[config.mk]
export PLATFORM = sky130hd
export DESIGN_NAME = datapath_pipe_flat
export DESIGN_NICKNAME = d
export VERILOG_FILES = /design/src/rtl/datapath_pipe_if.sv /design/src/rtl/datapath_pipe.sv /design/src/flat_wrapper.sv
export SDC_FILE = /design/constraint.sdc
export NUM_CORES = 1
export LEC_CHECK = 0
export BUFFER_PORTS_ARGS = -buffer_cell sky130_fd_sc_hd__buf_2
export CAP_MARGIN = 10
export CORE_MARGIN = 2
export CORE_UTILIZATION = 35
export CTS_CLUSTER_DIAMETER = 30
export DETAILED_ROUTE_END_ITERATION = 12
export GPL_TIMING_DRIVEN = 1
export SYNTH_ARGS = -nofsm -noshare
export SYNTH_HDL_FRONTEND = slang
export SYNTH_SLANG_ARGS = --single-unit
export TNS_END_PERCENT = 100
[constraint.sdc]
create_clock -name CLK -period 10.22 [get_ports CLK]
set_input_delay 1.022 -clock CLK [delete_from_list [all_inputs] [get_ports CLK]]
set_output_delay 1.022 -clock CLK [all_outputs]
set_load 0.01 [all_outputs]
[src/rtl/datapath_pipe_if.sv]
// Control/data bundle between an issuing agent and datapath_pipe.
// Latency: none (wires only).
// Backpressure: none; the datapath accepts an op every cycle that CTRVALID is high.
interface datapath_pipe_if #(
   parameter int WIDTH = 16,
   parameter int REGS  = 8
);
   localparam int AW = $clog2(REGS);
   localparam int CW = 3*AW + 7;

   logic [CW-1:0]    CTRWRD;
   logic             CTRVALID;
   logic [WIDTH-1:0] Cin;
   logic [WIDTH-1:0] Din;
   logic [WIDTH-1:0] Dout;
   logic [WIDTH-1:0] Adrout;
   logic             WBVALID;
   logic             V;
   logic             C;
   logic             N;
   logic             Z;

   // The agent that issues control words and supplies Cin/Din.
   modport master (
      output CTRWRD, CTRVALID, Cin, Din,
      input  Dout, Adrout, WBVALID, V, C, N, Z
   );

   // The datapath itself.
   modport slave (
      input  CTRWRD, CTRVALID, Cin, Din,
      output Dout, Adrout, WBVALID, V, C, N, Z
   );
endinterface

[src/rtl/datapath_pipe.sv]
// Two-stage register-file datapath: operand fetch, then ALU execute and writeback.
// Latency: issue at edge k, register write and flags at edge k+1; one op per cycle.
// Backpressure: none; optional forwarding when DATAPATH_PIPE_FWD_EN is defined.
module datapath_pipe #(
   parameter int WIDTH = 16,
   parameter int REGS  = 8
) (
   input logic           CLK,
   input logic           RESET,
   datapath_pipe_if.slave bus
);
   localparam int AW = $clog2(REGS);
   localparam int CW = 3*AW + 7;

   // Control word fields, MSB first: {DA, AA, BA, MB, FS, MD, RW}.
   logic [AW-1:0] dec_da, dec_aa, dec_ba;
   logic          dec_mb, dec_md, dec_rw;
   logic [3:0]    dec_fs;

   assign {dec_da, dec_aa, dec_ba, dec_mb, dec_fs, dec_md, dec_rw} = bus.CTRWRD[CW-1:0];

   logic [WIDTH-1:0] regs [REGS];

   // Stage-1 (execute) state.
   logic             s1_vld;
   logic [WIDTH-1:0] s1_a, s1_b;
   logic [AW-1:0]    s1_da;
   logic [3:0]       s1_fs;
   logic             s1_md, s1_rw;

   logic             wb_vld;
   logic             flg_v, flg_c, flg_n, flg_z;

   // ALU intermediate values.
   logic [WIDTH-1:0] add_y;
   logic             add_ci;
   logic [WIDTH:0]   add_sum;
   logic [WIDTH-1:0] alu_f;
   logic             alu_c, alu_v;
   logic [WIDTH-1:0] wb_dat;
   logic             wr_en;

   // Operands as captured at issue.
   logic [WIDTH-1:0] rd_a, rd_b;

   // Second adder input and carry-in for the arithmetic group (FS 0-7).
   always_comb begin
      add_y  = '0;
      add_ci = 1'b0;
      case (s1_fs[2:0])
         3'd1:    add_ci = 1'b1;
         3'd2:    add_y  = s1_b;
         3'd3:    begin add_y = s1_b;  add_ci = 1'b1; end
         3'd4:    add_y  = ~s1_b;
         3'd5:    begin add_y = ~s1_b; add_ci = 1'b1; end
         3'd6:    add_y  = '1;
         default: begin add_y = '0;    add_ci = 1'b0; end
      endcase
   end

   assign add_sum = {1'b0, s1_a} + {1'b0, add_y} + {{WIDTH{1'b0}}, add_ci};

   // Function result and carry/overflow; logic and shift ops override the adder.
   always_comb begin
      alu_f = add_sum[WIDTH-1:0];
      alu_c = add_sum[WIDTH];
      alu_v = (s1_a[WIDTH-1] == add_y[WIDTH-1]) && (alu_f[WIDTH-1] != s1_a[WIDTH-1]);
      if (s1_fs[3]) begin
         alu_c = 1'b0;
         alu_v = 1'b0;
         case (s1_fs[2:0])
            3'd0:    alu_f = s1_a & s1_b;
            3'd1:    alu_f = s1_a | s1_b;
            3'd2:    alu_f = s1_a ^ s1_b;
            3'd3:    alu_f = ~s1_a;
            3'd4:    alu_f = s1_b;
            3'd5:    begin alu_f = {1'b0, s1_b[WIDTH-1:1]}; alu_c = s1_b[0]; end
            3'd6:    begin alu_f = {s1_b[WIDTH-2:0], 1'b0}; alu_c = s1_b[WIDTH-1]; end
            default: alu_f = '0;
         endcase
      end
   end

   assign wb_dat = s1_md ? bus.Din : alu_f;
   assign wr_en  = s1_vld && s1_rw;

`ifdef DATAPATH_PIPE_FWD_EN
   // Bypass the executing op's writeback value into a dependent issue; Cin is never bypassed.
   always_comb begin
      rd_a = (wr_en && (s1_da == dec_aa)) ? wb_dat : regs[dec_aa];
      rd_b = regs[dec_ba];
      if (dec_mb)
         rd_b = bus.Cin;
      else if (wr_en && (s1_da == dec_ba))
         rd_b = wb_dat;
   end
`else
   // Operands come from the register file as it stands before this edge's write.
   always_comb begin
      rd_a = regs[dec_aa];
      rd_b = dec_mb ? bus.Cin : regs[dec_ba];
   end
`endif

   // Register file: written only by a valid executing op with RW set.
   always_ff @(posedge CLK or posedge RESET) begin
      if (RESET) begin
         for (int i = 0; i < REGS; i++)
            regs[i] <= '0;
      end else if (wr_en) begin
         regs[s1_da] <= wb_dat;
      end
   end

   // Issue stage: capture operands and control; idle cycles leave operands held.
   always_ff @(posedge CLK or posedge RESET) begin
      if (RESET) begin
         s1_vld <= 1'b0;
         s1_a   <= '0;
         s1_b   <= '0;
         s1_da  <= '0;
         s1_fs  <= '0;
         s1_md  <= 1'b0;
         s1_rw  <= 1'b0;
      end else begin
         s1_vld <= bus.CTRVALID;
         if (bus.CTRVALID) begin
            s1_a  <= rd_a;
            s1_b  <= rd_b;
            s1_da <= dec_da;
            s1_fs <= dec_fs;
            s1_md <= dec_md;
            s1_rw <= dec_rw;
         end
      end
   end

   // Writeback pulse and status flags; flags track only ALU results (MD=0).
   always_ff @(posedge CLK or posedge RESET) begin
      if (RESET) begin
         wb_vld <= 1'b0;
         flg_v  <= 1'b0;
         flg_c  <= 1'b0;
         flg_n  <= 1'b0;
         flg_z  <= 1'b0;
      end else begin
         wb_vld <= wr_en;
         if (s1_vld && !s1_md) begin
            flg_v <= alu_v;
            flg_c <= alu_c;
            flg_n <= alu_f[WIDTH-1];
            flg_z <= (alu_f == '0);
         end
      end
   end

   assign bus.Adrout  = s1_a;
   assign bus.Dout    = s1_b;
   assign bus.WBVALID = wb_vld;
   assign bus.V       = flg_v;
   assign bus.C       = flg_c;
   assign bus.N       = flg_n;
   assign bus.Z       = flg_z;
endmodule

[src/flat_wrapper.sv]
// flat-port wrapper written by rule: the top's interface ports become plain ports
module datapath_pipe_flat 
#(
   parameter int WIDTH = 16,
   parameter int REGS  = 8
)
  (CLK, RESET, bus_CTRWRD, bus_CTRVALID, bus_Cin, bus_Din, bus_Dout, bus_Adrout, bus_WBVALID, bus_V, bus_C, bus_N, bus_Z);
  datapath_pipe_if #(.WIDTH(WIDTH), .REGS(REGS)) bus_i ();
  input logic CLK;
  input logic RESET;
  input wire logic [$bits(bus_i.CTRWRD)-1:0] bus_CTRWRD;
  input wire logic [$bits(bus_i.CTRVALID)-1:0] bus_CTRVALID;
  input wire logic [$bits(bus_i.Cin)-1:0] bus_Cin;
  input wire logic [$bits(bus_i.Din)-1:0] bus_Din;
  output wire logic [$bits(bus_i.Dout)-1:0] bus_Dout;
  output wire logic [$bits(bus_i.Adrout)-1:0] bus_Adrout;
  output wire logic [$bits(bus_i.WBVALID)-1:0] bus_WBVALID;
  output wire logic [$bits(bus_i.V)-1:0] bus_V;
  output wire logic [$bits(bus_i.C)-1:0] bus_C;
  output wire logic [$bits(bus_i.N)-1:0] bus_N;
  output wire logic [$bits(bus_i.Z)-1:0] bus_Z;
  assign bus_i.CTRWRD = bus_CTRWRD;
  assign bus_i.CTRVALID = bus_CTRVALID;
  assign bus_i.Cin = bus_Cin;
  assign bus_i.Din = bus_Din;
  assign bus_Dout = bus_i.Dout;
  assign bus_Adrout = bus_i.Adrout;
  assign bus_WBVALID = bus_i.WBVALID;
  assign bus_V = bus_i.V;
  assign bus_C = bus_i.C;
  assign bus_N = bus_i.N;
  assign bus_Z = bus_i.Z;
  datapath_pipe #(.WIDTH(WIDTH), .REGS(REGS)) u_core (.CLK(CLK), .RESET(RESET), .bus(bus_i));
endmodule
==> metrics.md <==
| Metric | Value |
|---|---|
| Detailed-router iteration count before antenna repair | 5 |
| Top FF cell, synth | sky130_fd_sc_hd__dfrtp_1 |
| Number of nets in the layout | approximately 1,200 |
| Quantity of hold-fixing buffers added after cts | 0 |
| Final wirelength | 32,700 um |
| Combined area of the multi-input logic cells | 6570 um2 |
| Share of layout cells above drive strength 1 | 31.1% |
| Global-route congestion overflow total | 0 |
| Actual transition at the worst max-transition pin | between 1 and 1.5 ns |
| PD cells | 265 nW/um2 |
| Maximum clock path buffer count | 2 |
| Fmax achieved | 0.243 GHz |
| Post-route insts no fill | 1,541 |
| Worst-path clk slew | roughly 0.080 ns |
| Post-Place Cell Area | 12,300 um2 |
| Kind of start point of the critical path | flip-flop |
| Number of cells in the design after placement | 1,508 |
| Final ANT Viol Nets | 0 |
| FP Rows | 66 |
| Violation count after the first detailed-route iteration | around 660 |
| Placeable Area | 32,400 um2 |
| Detail-routed net length per standard cell | 21.2 um |
| Final core utilization | 39.7% |
| Number of buffers added by the clock tree synthesis step | 17 |
| Number of different library cells in the post-synthesis netlist | 70 |
| Initial cell density of the core | 35.4% |
| Data arrival time of the worst path | approximately 4.4 ns |
| Number of global-route vias before repair | 8,646 |
| Final Setup Violations | 0 |
| Hold Crit Class | flip-flop to flip-flop |
| Shortest period the worst path allows | 4.12 ns |
| Total GRT Usage | 19.8% |
| Count of H-tree levels built during CTS | 4 |
| Area growth syn-to-layout | 12.1% |
| Clock insertion delay at the later pin of the skew report | between 0.4 and 0.5 ns |
| Via count | 8,538 |
| DR vias/cell | roughly 5.5 |
| Clock root buffer | sky130_fd_sc_hd__clkbuf_16 |
| Synthesized net count | 1,141 |
| Fillers | 3,194 |
| Mean Syn Cell Area | 11.0 um2 |
| Setup slack on the worst flop-to-flop path | between 6 and 7 ns |
| Warnings from Yosys | 0 |
| Final HPWL from detailed placement | roughly 22,000 um |
| Count of flip-flops with a built-in enable after synthesis | 0 |
| Most common cell after layout, fill and taps aside | sky130_fd_sc_hd__dfrtp_1 |
| Area taken by flip-flops and latches | 4380 um2 |
| Pin count of the biggest net entering global routing | 116 |
| Number of slew-limit violations in the final report | 0 |
| TritonCTS clock tree | built |
| First-pass GRT wire length | between 50,000 and 60,000 um |
| Chip Width | 185 um |
| Die Height | between 150 and 200 um |
| Highest-count cells in the layout ignoring fill and taps | 173 x sky130_fd_sc_hd__dfrtp_1, 115 x sky130_fd_sc_hd__nand2_1, 105 x sky130_fd_sc_hd__mux2_2 |
| Cts repair resizes | 0 |
| Post-route cell area | 12,900 um2 |
| Fraction of registers with async set/reset | 100% |
| Required time worst endpoint | 10.53 ns |
| Skew final | 0.0157 ns |
| Post-synthesis instance total | 1,041 |
| Share of synthesized area occupied by flip-flops and latches | 38.2% |
| Initial antenna violation count | 0 |
| Sum of negative setup slack | 0 ns |
| Die area | 34,200 um2 |
| Hold Violations, Final | 0 |
| Relative slew slack | between 20% and 30% |
| Setup repair after global routing missed its margin | no |
| Crit-path max FO | just over 40 |
| VDD IR-drop max | ~0.00012 V |
| Leak pwr | 5.63 nW |
| Result of the run | completed |
| Critical Path Sink Type | flip-flop |
| Category of the most critical setup path | flip-flop to flip-flop |
| Flip-flop and latch count after synthesis | ~180 |
| Clock sink count | 175 |
| IO Port Bufs | 87 |
| Setup bufs post-CTS | 0 |
| Reported max-cap violation count | 0 |
| Share of the clock period used by the worst path | between 40% and 50% |
| GPL Wtd Cong | between 0.8 and 0.9 |
| Count of unresolved DRC violations after routing | 0 |
| Post-synthesis cell area | 11,500 um2 |
| I/O pin cnt | between 80 and 90 |
==> worst max-delay path, cell delays in order, from the launching register on <==
cell	delay, ns
sky130_fd_sc_hd__dfrtp_1	0.33
sky130_fd_sc_hd__buf_4	0.37
sky130_fd_sc_hd__and3_1	0.58
sky130_fd_sc_hd__nor2_1	0.14
sky130_fd_sc_hd__fa_1	0.44
sky130_fd_sc_hd__inv_1	0.10
sky130_fd_sc_hd__fa_1	0.19
sky130_fd_sc_hd__nor2b_1	0.08
sky130_fd_sc_hd__o31a_1	0.29
sky130_fd_sc_hd__o41ai_1	0.35
sky130_fd_sc_hd__o21ai_0	0.19
sky130_fd_sc_hd__xnor2_1	0.17
sky130_fd_sc_hd__o22ai_1	0.13
sky130_fd_sc_hd__mux2_2	0.36
sky130_fd_sc_hd__mux2_2	0.28
==> registers in the layout, indices dropped and copies added, names as in the netlist, 3 cells and up <==
register,count
u_core.bus.Adrout,16
u_core.bus.Dout,16
u_core.regs,128
u_core.s1_da,3
u_core.s1_fs,4
==> worst paths after layout <==
path,start,end,depth (start not counted)
setup / recovery,u_core.s1_fs[2]$_DFFE_PP0P_,u_core.regs[60]$_DFFE_PP0P_,14
hold / removal,u_core.regs[22]$_DFFE_PP0P_,u_core.regs[22]$_DFFE_PP0P_,2
setup reg to reg,u_core.s1_fs[2]$_DFFE_PP0P_,u_core.regs[60]$_DFFE_PP0P_,14
hold reg to reg,u_core.regs[22]$_DFFE_PP0P_,u_core.regs[22]$_DFFE_PP0P_,2
max in group asynchronous,RESET,u_core.bus.Dout[4]$_DFFE_PP0P_,3
min in group asynchronous,RESET,u_core.regs[42]$_DFFE_PP0P_,2
==> power by group <==
| part | total, mW | leakage [nW] | internal (mW) | switching [mW] |
|---|---|---|---|---|
| Sequential | 1.28 | 2.10 | 0.991 | 0.287 |
| Clock | 0.662 | 0.283 | 0.329 | 0.333 |
| Combinational | 1.47 | 3.25 | 0.752 | 0.719 |
==> final cells by class <==
type / count / share of cell area [%]
diodes: 1 / 0.0195
clock buffers: 17 / 3.31
clock inverters: 15 / 1.31
inverters: 55 / 1.64
multi-input cells: 734 / 51.1
flip-flops and latches: 175 / 34.1
well taps: 442 / 4.30
repair buffers: 102 / 4.26
==> cell usage after synthesis (all sizes together), types with 3 or more instances <==
cell | count | area [um2]
nand2 | 115 | 432
o41ai | 3 | 33.8
o21a | 3 | 22.5
a31oi | 6 | 37.5
nand2b | 5 | 31.3
mux2i | 62 | 621
nand4 | 3 | 18.8
and2 | 4 | 25.0
o21ai | 67 | 335
o22ai | 9 | 81.3
nor2b | 7 | 43.8
dfrtp | 175 | 4380
nand3b | 4 | 30.0
mux4 | 75 | 1690
nand3 | 4 | 20.0
nor3 | 7 | 35.0
inv | 55 | 206
and3 | 7 | 50.1
nor3b | 7 | 52.6
a211oi | 9 | 72.6
o31ai | 9 | 67.6
xnor2 | 5 | 43.8
a21oi | 45 | 229
a2111oi | 3 | 32.5
nor2 | 67 | 251
clkbuf | 37 | 143
xor2 | 3 | 26.3
mux2 | 106 | 1200
a21o | 9 | 70.1
nor4b | 4 | 35.0
ha | 47 | 588
buf | 40 | 200
o211ai | 7 | 52.6
==> cell families (layout without fill, tap and decap cells) <==
logic type | after synthesis | after routing | share of synthesized area, %
compound gates | 190 | 190 | 10.8
other cells | 0 | 1 | 0
simple gates | 244 | 244 | 9.58
flops | 175 | 175 | 38.2
buf+inv | 132 | 189 | 4.79
mux | 243 | 243 | 30.6
xor+xnor | 8 | 8 | 0.611
fa+ha+maj | 49 | 49 | 5.48
==> layer usage <==
| layer | routed length, um | vias to the layer above | global-route usage (%) |
|---|---|---|---|
| met4 | 741 | 0 | 6.54 |
| met5 | 0 | - | 0 |
| met2 | 15600 | 264 | 31.8 |
| met3 | 1570 | 42 | 3.48 |
| li1 | - | 3889 | - |
| met1 | 14800 | 4343 | 27.2 |
==> metrics by stage <==
stage                     hold slack [ns]  power (mW)  worst slack (ns)
after global routing                0.534        3.64              5.74
after floorplan                     0.457        2.33              4.45
after CTS                           0.502        3.41              6.11
after detailed placement            0.483        2.74              6.12
after global placement              0.476        2.70              6.21
final                               0.498        3.41              6.10
Note: power is estimated with default switching activity, not from simulation.
